<file path="src/rtl/match_run_onehot.sv">
// Masked bus-equality run detector: one-hot run tracker, level/pulse hit flag, saturating run counter.
// Optional sticky illegal-state flag on port state_err when MATCH_RUN_ERR_EN is defined.
module match_run_onehot #(
    parameter int unsigned WIDTH   = 1,
    parameter int unsigned RUN_LEN = 4,
    parameter int unsigned CNT_W   = 16
) (
    input  logic                               clk,
    input  logic                               reset,
    input  logic                               en,
    input  logic                               mode,
    input  logic [WIDTH-1:0]                   a,
    input  logic [WIDTH-1:0]                   b,
    input  logic [WIDTH-1:0]                   care_mask,
    input  logic                               hit_cnt_clr,
    output logic                               hit,
    output logic [$clog2(RUN_LEN+1)-1:0]       run_cnt,
    output logic [CNT_W-1:0]                   hit_cnt
`ifdef MATCH_RUN_ERR_EN
    ,
    output logic                               state_err
`endif
);

    localparam int unsigned NS = RUN_LEN + 1;
    localparam int unsigned CW = $clog2(RUN_LEN + 1);
    localparam logic [NS-1:0] S0_VEC = NS'(1);

    typedef enum logic {
        MODE_LEVEL = 1'b0,
        MODE_PULSE = 1'b1
    } mode_e;

    logic [NS-1:0]    r_state;
    logic             r_hit;
    logic [CW-1:0]    r_run_cnt;
    logic [CNT_W-1:0] r_hit_cnt;

    logic             w_match;
    logic             w_legal;
    logic             w_inc;
    logic             w_hit_next;
    logic [NS-1:0]    w_next;
    logic [CW-1:0]    w_next_idx;

    assign w_match = (((a ^ b) & care_mask) == '0);
    // Exactly one bit set: non-zero and clearing the lowest set bit leaves nothing.
    assign w_legal = (r_state != '0) && ((r_state & (r_state - NS'(1))) == '0);
    assign w_inc   = w_legal & en & w_match & r_state[RUN_LEN-1];

    always_comb begin
        w_next = r_state;
        if (!w_legal) begin
            w_next = S0_VEC;
        end else if (en) begin
            if (!w_match) begin
                w_next = S0_VEC;
            end else if (!r_state[RUN_LEN]) begin
                w_next = {r_state[NS-2:0], 1'b0};
            end
        end
    end

    always_comb begin
        w_next_idx = '0;
        for (int unsigned i = 0; i < NS; i++) begin
            if (w_next[i]) begin
                w_next_idx = w_next_idx | CW'(i);
            end
        end
    end

    always_comb begin
        w_hit_next = 1'b0;
        if (w_legal && en && w_match) begin
            if (mode_e'(mode) == MODE_PULSE) begin
                w_hit_next = r_state[RUN_LEN-1];
            end else begin
                w_hit_next = w_next[RUN_LEN];
            end
        end
    end

    always_ff @(posedge clk) begin
        if (reset) begin
            r_state   <= S0_VEC;
            r_hit     <= 1'b0;
            r_run_cnt <= '0;
        end else begin
            r_state   <= w_next;
            r_hit     <= w_hit_next;
            r_run_cnt <= w_next_idx;
        end
    end

    // A clear coincident with a run completion keeps that completion.
    always_ff @(posedge clk) begin
        if (reset) begin
            r_hit_cnt <= '0;
        end else if (hit_cnt_clr) begin
            r_hit_cnt <= w_inc ? CNT_W'(1) : '0;
        end else if (w_inc && (r_hit_cnt != '1)) begin
            r_hit_cnt <= r_hit_cnt + CNT_W'(1);
        end
    end

`ifdef MATCH_RUN_ERR_EN
    logic r_state_err;

    always_ff @(posedge clk) begin
        if (reset) begin
            r_state_err <= 1'b0;
        end else if (!w_legal) begin
            r_state_err <= 1'b1;
        end
    end

    assign state_err = r_state_err;
`endif

    assign hit     = r_hit;
    assign run_cnt = r_run_cnt;
    assign hit_cnt = r_hit_cnt;

endmodule

</file>
<file path="config.mk">
export PLATFORM = sky130hd
export DESIGN_NAME = match_run_onehot
export DESIGN_NICKNAME = d
export VERILOG_FILES = /design/src/rtl/match_run_onehot.sv
export SDC_FILE = /design/constraint.sdc
export NUM_CORES = 1
export LEC_CHECK = 0
export CAP_MARGIN = 20
export CELL_PAD_IN_SITES_DETAIL_PLACEMENT = 0
export CELL_PAD_IN_SITES_GLOBAL_PLACEMENT = 1
export CORE_MARGIN = 2
export CORE_UTILIZATION = 35
export DETAILED_ROUTE_END_ITERATION = 10
export MAX_ROUTING_LAYER = met4
export PLACE_DENSITY = 0.78
export RECOVER_POWER = 50
export SLEW_MARGIN = 20
export SYNTH_ARGS = -nofsm -noshare
export SYNTH_HDL_FRONTEND = slang
export SYNTH_SLANG_ARGS = --single-unit
</file>
<file path="constraint.sdc">
create_clock -name clk -period 2.82 [get_ports clk]
set_clock_uncertainty 0.05 [all_clocks]
set_input_delay 0.705 -clock clk [delete_from_list [all_inputs] [get_ports clk]]
set_output_delay 0.705 -clock clk [all_outputs]
set_load 0.01 [all_outputs]
</file>
==> reports/qor.txt, run 1 <==
Chip Width -> 64.8 um
Worst vdd ir -> 0.161 mV
Final Setup Violations -> 0
Share of cells above drive strength 1 -> 6.78%
# diodes -> 0
Post-synthesis compound-gate area fraction -> 26.5%
CP Max Fanout -> 28
Final WS setup -> 0.351 ns
CTS Buf Count -> 3
Crit-path cells -> or3b_1 -> o32ai_2 -> o2111ai_4 -> or4_1 -> a21oi_1
PD cells -> 392 mW/mm^2
Netlist cell types -> 39
Reg clk slew, reported paths -> 0.08 ns
Initial Utilization -> 35.8%
Simple-Gate Fraction of Synth Area -> 29.4%
H-Tree Level Count -> 1
# rows -> 22
Pre-Repair DR Iteration Count -> 4
RSZ-0062 raised after global routing -> false
Commonest non-fill, non-tap cell in the layout -> dfxtp_1
RD Place Congestion -> 0.800
Post-synthesis mux area share -> 0.774%
Final worst-path cycle share -> 87.6%
Placed Area -> 0.00160 sq mm
CTS tree -> done
Setup WS pre-CTS -> 0.132 ns
Final Cell Area -> 0.00166 sq mm
Placed cell count -> 221
Synth Instances -> 150
Max Slew Vio Count -> 0
Remaining DRCs -> 0
Routed Antenna Nets -> 0
Final total power -> 650 uW
Slowest stage delay, CP -> 0.58 ns
Core ar. -> 0.00361 sq mm
GRT Resource Usage Total -> 15.8%
First-pass GRT wire length -> 5140 um
Achievable clock frequency -> 0.405 GHz
Number of port buffers -> 27
DR WL/cell -> 12.8 um
Status -> finished clean
Post-Syn Nets -> 159
Sequential area share after synthesis -> 37.2%
Most frequent cells in the layout -> dfxtp_1 (24), a21oi_1 (20), dlygate4sd3_1 (19)
Die Ht -> 64.8 um
Synthesized area per cell -> 8.62 sq um
Synth Warn # -> 0
GRT overflow -> 0
Fin nets -> 187
Post-Synth XOR/XNOR Area -> 1.36%
I/O Pins -> 28
Largest family of logic cells by synthesized area -> simple AND/OR/NAND/NOR gates
CTS root buffer -> clkbuf_8
Crit Path Class -> reg2reg
Crit path required time -> 2.97 ns
# Post-CTS Setup Buffers -> 0
Routed WL -> 2870 um
Clk sink count -> 24
Synth Cell Area -> 0.00129 sq mm
Via count -> 1243
Hold Buf Count CTS -> 0
Crit path capture type -> flop
DRT iter0 DRCs -> 55
Vias/cell -> 5.52
Clock Path Buffers -> 2
CP max-delay cell -> or4_1
Hold WC Path Type -> reg2reg
LEAKAGE -> 0.546 nW
Adder-cell share of the synthesized area -> 0.968%
Largest net degree at the start of global routing -> 29
Final setup TNS -> 0 ns
Vias in the first global route -> 1180
Worst slew pin tran -> 0.654 ns
Final cell count without fillers -> 225
Max_cap viols -> 0
HPWL after detailed placement -> 2150 um
Die ar. -> 0.00420 sq mm
P&R area growth vs syn -> 28.4%
Relative slew slack -> 56.4%
Minimum clock period -> 2.47 ns
CTS-repair resized insts -> 0
Critical path arrival -> 2.62 ns
Synth Register Bits -> 24
Startpoint types -> flop
Endpoints failing hold -> 0
Hold slack -> 0.469 ns
Clk_lat worst skew -> 0.26 ns
Final core occ -> 46.0%
Initial antenna violation count -> 0
-- logic make-up after synthesis --
group | after synthesis
AOI/OAI and AO/OA | 46
xor gates and xnor gates | 2
adders and majority gates | 1
buffers and inverters | 9
DFF | 24
muxes | 1
and+or+nand+nor | 67
-- Yosys cell counts --
master / instances / area, sq um
inv_1: 2 / 7.51
a21oi_1: 20 / 100
and3_1: 2 / 12.5
o32ai_2: 1 / 16.3
o21a_1: 1 / 7.51
a2111oi_4: 1 / 27.5
o21ai_0: 3 / 15.0
nand2b_1: 3 / 18.8
nor4_1: 3 / 18.8
or3_1: 4 / 25.0
o21bai_1: 1 / 7.51
o2111ai_4: 1 / 26.3
a311o_1: 1 / 10.0
nand2_1: 15 / 56.3
buf_6: 1 / 11.3
o211ai_1: 2 / 15.0
o31a_1: 1 / 8.76
xnor2_1: 1 / 8.76
xor2_1: 1 / 8.76
nor2b_1: 3 / 18.8
nor3_1: 2 / 10.0
o2111a_1: 1 / 11.3
o31ai_1: 11 / 82.6
or2b_1: 1 / 7.51
dfxtp_1: 24 / 480
a21o_1: 1 / 7.51
clkbuf_1: 4 / 15.0
nand3_1: 6 / 30.0
buf_4: 2 / 15.0
a211oi_1: 1 / 7.51
nor2_1: 5 / 18.8
nand4_1: 7 / 43.8
ha_1: 1 / 12.5
or2_2: 2 / 12.5
or4_1: 10 / 75.1
and2_1: 1 / 6.26
or3b_1: 1 / 8.76
and4_1: 2 / 17.5
mux2i_1: 1 / 10.0
-- layout make-up --
cell class	count	area (sq um)
clock buffers	4	55.1
multi-input cells	117	763
well taps	48	60.1
inverters	2	7.51
fillers	376	1950
flip-flops and latches	24	480
repair buffers	30	293
-- critical path, delay by kind of cell (launching register included) --
| family | cells | cell delay, ns |
|---|---|---|
| AO/OA/AOI/OAI | 3 | 0.88 |
| flip-flops | 1 | 0.48 |
| AND/OR/NAND/NOR | 2 | 0.98 |
-- flip-flops by register name, indices dropped and copies added, names as in the netlist --
| name | flops |
|---|---|
| r_state | 5 |
| hit_cnt | 16 |
| run_cnt | 2 |
| hit | 1 |
-- path summary, 6_finish.rpt --
| path | depth (start not counted) | start | to | slack, ns |
|---|---|---|---|---|
| worst min register to register | 2 | hit_cnt[14]$_SDFFE_PP0P_ | hit_cnt[14]$_SDFFE_PP0P_ | 0.47 |
| worst max-delay path | 5 | r_state[4]$_SDFF_PP0_ | hit_cnt[3]$_SDFFE_PP0P_ | 0.35 |
| worst max register to register | 5 | r_state[4]$_SDFF_PP0_ | hit_cnt[3]$_SDFFE_PP0P_ | 0.35 |
| worst min-delay path | 2 | hit_cnt[14]$_SDFFE_PP0P_ | hit_cnt[14]$_SDFFE_PP0P_ | 0.47 |
-- power breakdown --
group / internal, mW / switching [mW] / leakage [nW]
logic: 0.0313 / 0.0316 / 0.324
registers: 0.345 / 0.00748 / 0.194
clock network: 0.125 / 0.110 / 0.0288
total: 0.501 / 0.149 / 0.546
-- routing by layer --
| metal | GRT usage (%) | up-vias | wire length (um) |
|---|---|---|---|
| met5 | - | - | 0 |
| met4 | 7.45 | 0 | 25 |
| met3 | 2.60 | 2 | 85 |
| met2 | 24.1 | 23 | 1320 |
| met1 | 20.5 | 582 | 1440 |
| li1 | - | 636 | - |
Note: power is estimated with default switching activity, not from simulation.
==> run 2, diff against run 1 <==
Settings changed: CORE_UTILIZATION 35 to 37, PLACE_DENSITY 0.78 to 0.82.
==> run 2 against run 1 <==
First-iteration DRC count up 55%. Global-route usage up 0.56 points. Final area down 1.3%. Clock power down 22%. Routed wire length up 4.1%. Core utilization up 3.1 points. Cell count down 0.89%. Combinational power up 1%. Sequential power about the same. Non-clock buffer count unchanged. Die area down 5.1%. Critical path type unchanged. Highest routed layer unchanged.
==> reports/qor.txt, run 2 (synthesis results as in run 1) <==
DRT iter0 DRCs -> 85 (+55%)
CTS root buffer -> clkbuf_4
Clk sink count -> 24 (unchanged)
Die Ht -> 63.1 um (-2.6%)
Register area -> 480 sq um (unchanged)
Reg clk slew, reported paths -> 0.13 ns (+0.05 ns)
Final total power -> 601 uW (-7.5%)
Crit Path Class -> reg2reg
DR WL/cell -> 13.4 um (+5.0%)
Chip Width -> 63.1 um (-2.6%)
Final core occ -> 49.1% (+3.1 points)
Vias/cell -> 5.66 (+2.5%)
Final Setup Violations -> 0 (unchanged)
Slowest stage delay, CP -> 0.59 ns (about the same)
RD Place Congestion -> 0.786 (-1.7%)
Initial antenna violation count -> 0 (unchanged)
Fillers -> 343 (-8.8%)
Achievable clock frequency -> 0.404 GHz (-0.30%)
Remaining DRCs -> 0 (unchanged)
Final WS setup -> 0.343 ns (-0.00755 ns)
Relative slew slack -> 56.2% (-0.23 points)
Most frequent cells in the layout -> dfxtp_1 (24), a21oi_1 (20), dlygate4sd3_1 (17)
I/O Pins -> 28 (unchanged)
Routed WL -> 2990 um (+4.1%)
CP max-delay cell -> or4_1
LEAKAGE -> 0.531 nW (-2.7%)
CP Max Fanout -> 28 (unchanged)
Share of cells above drive strength 1 -> 6.78% (unchanged)
Crit path required time -> 3.03 ns (+0.06 ns)
RSZ-0062 raised after global routing -> false
Max FFs per register -> 16 (unchanged)
Setup WS pre-CTS -> 0.132 ns (-0.000880 ns)
Die ar. -> 0.00398 sq mm (-5.1%)
Worst vdd ir -> 0.211 mV (+31%)
Placed cell count -> 219 (-0.90%)
# diodes -> 0 (unchanged)
CTS Buf Count -> 3 (unchanged)
Worst slew pin tran -> 0.657 ns (+0.00348 ns)
CTS-repair resized insts -> 0 (unchanged)
Clk_lat worst skew -> 0.32 ns (+0.06 ns)
Final worst-path cycle share -> 87.8% (+0.27 points)
Max Slew Vio Count -> 0 (unchanged)
Vias in the first global route -> 1199 (+1.6%)
H-Tree Level Count -> 1 (unchanged)
Final setup TNS -> 0 ns (unchanged)
Clock Path Buffers -> 2 (unchanged)
P&R area growth vs syn -> 26.7%
Crit-path cells -> or2b_1 -> a2111oi_4 -> o2111ai_4 -> or4_1 -> a21oi_1
Minimum clock period -> 2.48 ns (+0.00755 ns)
Endpoints failing hold -> 0 (unchanged)
R2r setup slk -> 0.34 ns (about the same)
Commonest non-fill, non-tap cell in the layout -> dfxtp_1
Placed Area -> 0.00160 sq mm (-0.16%)
Final Cell Area -> 0.00164 sq mm (-1.3%)
Routed Antenna Nets -> 0 (unchanged)
HPWL after detailed placement -> 2220 um (+3.3%)
Hold WC Path Type -> reg2reg
PD cells -> 367 mW/mm^2 (-6.3%)
Pre-Repair DR Iteration Count -> 4 (unchanged)
Initial Utilization -> 38.7% (+2.9 points)
Startpoint types -> flop
Critical path arrival -> 2.69 ns (+0.07 ns)
Final cell count without fillers -> 223 (-0.89%)
Hold Buf Count CTS -> 0 (unchanged)
GRT overflow -> 0 (unchanged)
# rows -> 21 (-4.5%)
Crit path capture type -> flop
Number of port buffers -> 27 (unchanged)
GRT Resource Usage Total -> 16.4% (+0.56 points)
Fin nets -> 187 (unchanged)
# Post-CTS Setup Buffers -> 0 (unchanged)
First-pass GRT wire length -> 5170 um (+0.54%)
Hold slack -> 0.476 ns (+0.00666 ns)
Multi-input gate area -> 763 sq um (unchanged)
Max_cap viols -> 0 (unchanged)
Via count -> 1263 (+1.6%)
Largest net degree at the start of global routing -> 29 (unchanged)
CTS tree -> done
Core ar. -> 0.00334 sq mm (-7.5%)
Status -> finished clean
-- run 2: cell count changes in the layout (fill, tap and decap cells not counted), sizes merged --
cell           change
clkdlybuf4s50      +2
dlygate4sd3        -2
-- run 2: power breakdown --
group / leakage (nW) / internal, mW / switching, mW
registers: 0.194 / 0.345 / 0.00754
clock network: 0.0210 / 0.0790 / 0.105
logic: 0.316 / 0.0313 / 0.0326
total: 0.531 / 0.456 / 0.145
-- run 2: path summary, 6_finish.rpt --
path	depth (start not counted)	startpoint	to
min reg2reg	2	hit_cnt[10]$_SDFFE_PP0P_	hit_cnt[10]$_SDFFE_PP0P_
max reg2reg	5	r_state[1]$_SDFF_PP0_	hit_cnt[3]$_SDFFE_PP0P_
min	2	hit_cnt[10]$_SDFFE_PP0P_	hit_cnt[10]$_SDFFE_PP0P_
max	5	r_state[1]$_SDFF_PP0_	hit_cnt[3]$_SDFFE_PP0P_
-- run 2: metal layers --
layer / wire (um) / GRT usage, %
met1: 1370 / 18.9
met2: 1540 / 29.0
met3: 45 / 2.14
met4: 31 / 5.83
met5: 0 / -
-- run 2: cell type report --
cell class / instances / share of cell area [%]
Inverter: 2 / 0.458
Tap cell: 46 / 3.51
Multi-Input combinational cell: 117 / 46.6
Clock buffer: 4 / 2.22
Timing Repair Buffer: 30 / 17.9
Sequential cell: 24 / 29.3
-- run 2: worst max-delay path, delay by kind of cell, from the launching register on --
kind	cells	cell delay, ns
compound gates	3	1.02
simple gates	2	0.87
flops	1	0.46
==> run 3, diff against run 2 <==
Settings changed: CORE_UTILIZATION 37 to 40, PLACE_DENSITY 0.82 to 0.87.
Clock period 2.82 ns to 2.91 ns, I/O delays scaled along.
==> run 3 against run 2 <==
Total power is 9.1% lower. Critical path depth stayed put. Largest power group unchanged. Maximum frequency is 1.9% lower. Highest routed layer unchanged. Worst setup slack better by 0.042 ns. Largest cell class unchanged. Combinational power is 4.7% lower.
==> reports/qor.txt, run 3 (synthesis results as in run 1) <==
P&R area growth vs syn -> 24.3%
H-Tree Level Count -> 1 (unchanged)
HPWL after detailed placement -> 2240 um (+1.0%)
Die Ht -> 60.8 um (-3.6%)
RSZ-0062 raised after global routing -> false
# Post-CTS Setup Buffers -> 0 (unchanged)
Number of port buffers -> 27 (unchanged)
Hold Buf Count CTS -> 0 (unchanged)
DRT iter0 DRCs -> 55 (-35%)
RD Place Congestion -> 0.756 (-3.8%)
Final WS setup -> 0.385 ns (+0.0418 ns)
Relative slew slack -> 56.0% (-0.15 points)
Max_cap viols -> 0 (unchanged)
Minimum clock period -> 2.53 ns (+0.0482 ns)
Worst vdd ir -> 0.285 mV (+35%)
Most frequent cells in the layout -> dfxtp_1 (24), a21oi_1 (20), dlygate4sd3_1 (19)
Hold WC Path Type -> reg2reg
Die ar. -> 0.00370 sq mm (-7.0%)
Endpoints failing hold -> 0 (unchanged)
Initial Utilization -> 42.3% (+3.6 points)
LEAKAGE -> 0.521 nW (-1.9%)
CTS Buf Count -> 3 (unchanged)
Routed WL -> 2960 um (-1.1%)
GRT overflow -> 0 (unchanged)
CP Max Fanout -> 28 (unchanged)
Max Slew Vio Count -> 0 (unchanged)
Final setup TNS -> 0 ns (unchanged)
CTS root buffer -> clkbuf_4
GRT Resource Usage Total -> 17.7% (+1.4 points)
Reg power frac -> 62.7% (+4.0 points)
# rows -> 20 (-4.8%)
Routed Antenna Nets -> 0 (unchanged)
Switch Pwr -> 134 uW (-7.8%)
Critical path arrival -> 2.72 ns (+0.03 ns)
Clk_lat worst skew -> 0.31 ns (about the same)
Clock power share -> 26.2% (-4.5 points)
Logic pwr share -> 11.1% (+0.5 points)
Final Setup Violations -> 0 (unchanged)
Crit path capture type -> flop
Setup WS pre-CTS -> 0.197 ns (+0.0655 ns)
Max FFs per register -> 16 (unchanged)
Vias in the first global route -> 1143 (-4.7%)
Fin nets -> 185 (-1.1%)
Reg clk slew, reported paths -> 0.13 ns (about the same)
Crit Path Class -> reg2reg
Pint -> 412 uW (-9.5%)
Worst slew pin tran -> 0.659 ns (+0.00221 ns)
Via count -> 1251 (-0.95%)
PD cells -> 340 mW/mm^2 (-7.3%)
Core ar. -> 0.00305 sq mm (-8.5%)
Initial antenna violation count -> 0 (unchanged)
Crit path required time -> 3.10 ns (+0.07 ns)
Fillers -> 314 (-8.5%)
Startpoint types -> flop
DR WL/cell -> 13.6 um (+1.1%)
Clock Path Buffers -> 2 (unchanged)
Remaining DRCs -> 0 (unchanged)
# diodes -> 0 (unchanged)
Pre-Repair DR Iteration Count -> 6 (+2)
Net Sw Frac -> 24.5% (+0.35 points)
CTS-repair resized insts -> 0 (unchanged)
Status -> finished clean
I/O Pins -> 28 (unchanged)
Clk sink count -> 24 (unchanged)
Final worst-path cycle share -> 86.8% (-1.1 points)
Chip Width -> 60.8 um (-3.6%)
Share of cells above drive strength 1 -> 5.17% (-1.6 points)
Vias/cell -> 5.74 (+1.3%)
First-pass GRT wire length -> 4920 um (-4.8%)
Commonest non-fill, non-tap cell in the layout -> dfxtp_1
CTS tree -> done
Achievable clock frequency -> 0.396 GHz (-1.9%)
Largest net degree at the start of global routing -> 29 (unchanged)
## run 3: cell types whose count changed in the layout (fill, tap and decap cells not counted), sizes merged
cell and delta:
buf -2, clkbuf -1, clkdlybuf4s50 -2, dlygate4sd3 +2
## run 3: worst paths after layout
path | slack, ns | start | cells past startpoint | end
max | 0.38 | r_state[3]$_SDFF_PP0_ | 5 | hit_cnt[3]$_SDFFE_PP0P_
min | 0.48 | hit_cnt[10]$_SDFFE_PP0P_ | 2 | hit_cnt[10]$_SDFFE_PP0P_
max reg2reg | 0.38 | r_state[3]$_SDFF_PP0_ | 5 | hit_cnt[3]$_SDFFE_PP0P_
min reg2reg | 0.48 | hit_cnt[10]$_SDFFE_PP0P_ | 2 | hit_cnt[10]$_SDFFE_PP0P_
## run 3: layer usage
layer	part of all wire [%]	track usage, %	wire, um	up-vias
met4	0.64	2.80	19	0
met2	54	32.0	1590	19
met1	42	19.9	1250	599
met5	0	-	0	-
li1	-	-	-	631
met3	3.5	4.69	103	2
## run 3: final cells by class
cell class              count  area, sq um  area share (%)
repair buffers             28          278            17.3
well taps                  44         55.1            3.43
flip-flops and latches     24          480            29.9
clock buffers               3         22.5            1.40
inverters                   2         7.51           0.467
multi-input cells         117          763            47.5
## run 3: worst max-delay path, stage by stage, from the launching register on
cell and delay, ns:
dfxtp_1 0.47, or3b_1 0.44, o32ai_2 0.38, o2111ai_4 0.38
or4_1 0.59, a21oi_1 0.15
## run 3: power by group through the flow
stage          clock network, mW  logic [mW]  registers [mW]
4_1_cts                    0.150      0.0617           0.342
5_1_grt                    0.161      0.0661           0.343
6_report                   0.143      0.0608           0.343
3_5_place_dp                   0      0.0614           0.350
3_3_place_gp                   0      0.0593           0.349
2_1_floorplan                  0      0.0374           0.349
## run 3: stage by stage
stage | instances | util [%] | hold WS [ns] | area (sq um) | total power [mW]
CTS | 218 | 52.6 | 0.482 | 1610 | 0.555
finish | 218 | 52.6 | 0.480 | 1610 | 0.546
global route | 218 | 52.6 | 0.521 | 1610 | 0.570
detailed placement | 215 | 51.9 | 0.462 | 1580 | 0.411
floorplan | 150 | - | 0.446 | 1290 | 0.386
global placement | 215 | 51.9 | 0.443 | 1580 | 0.409
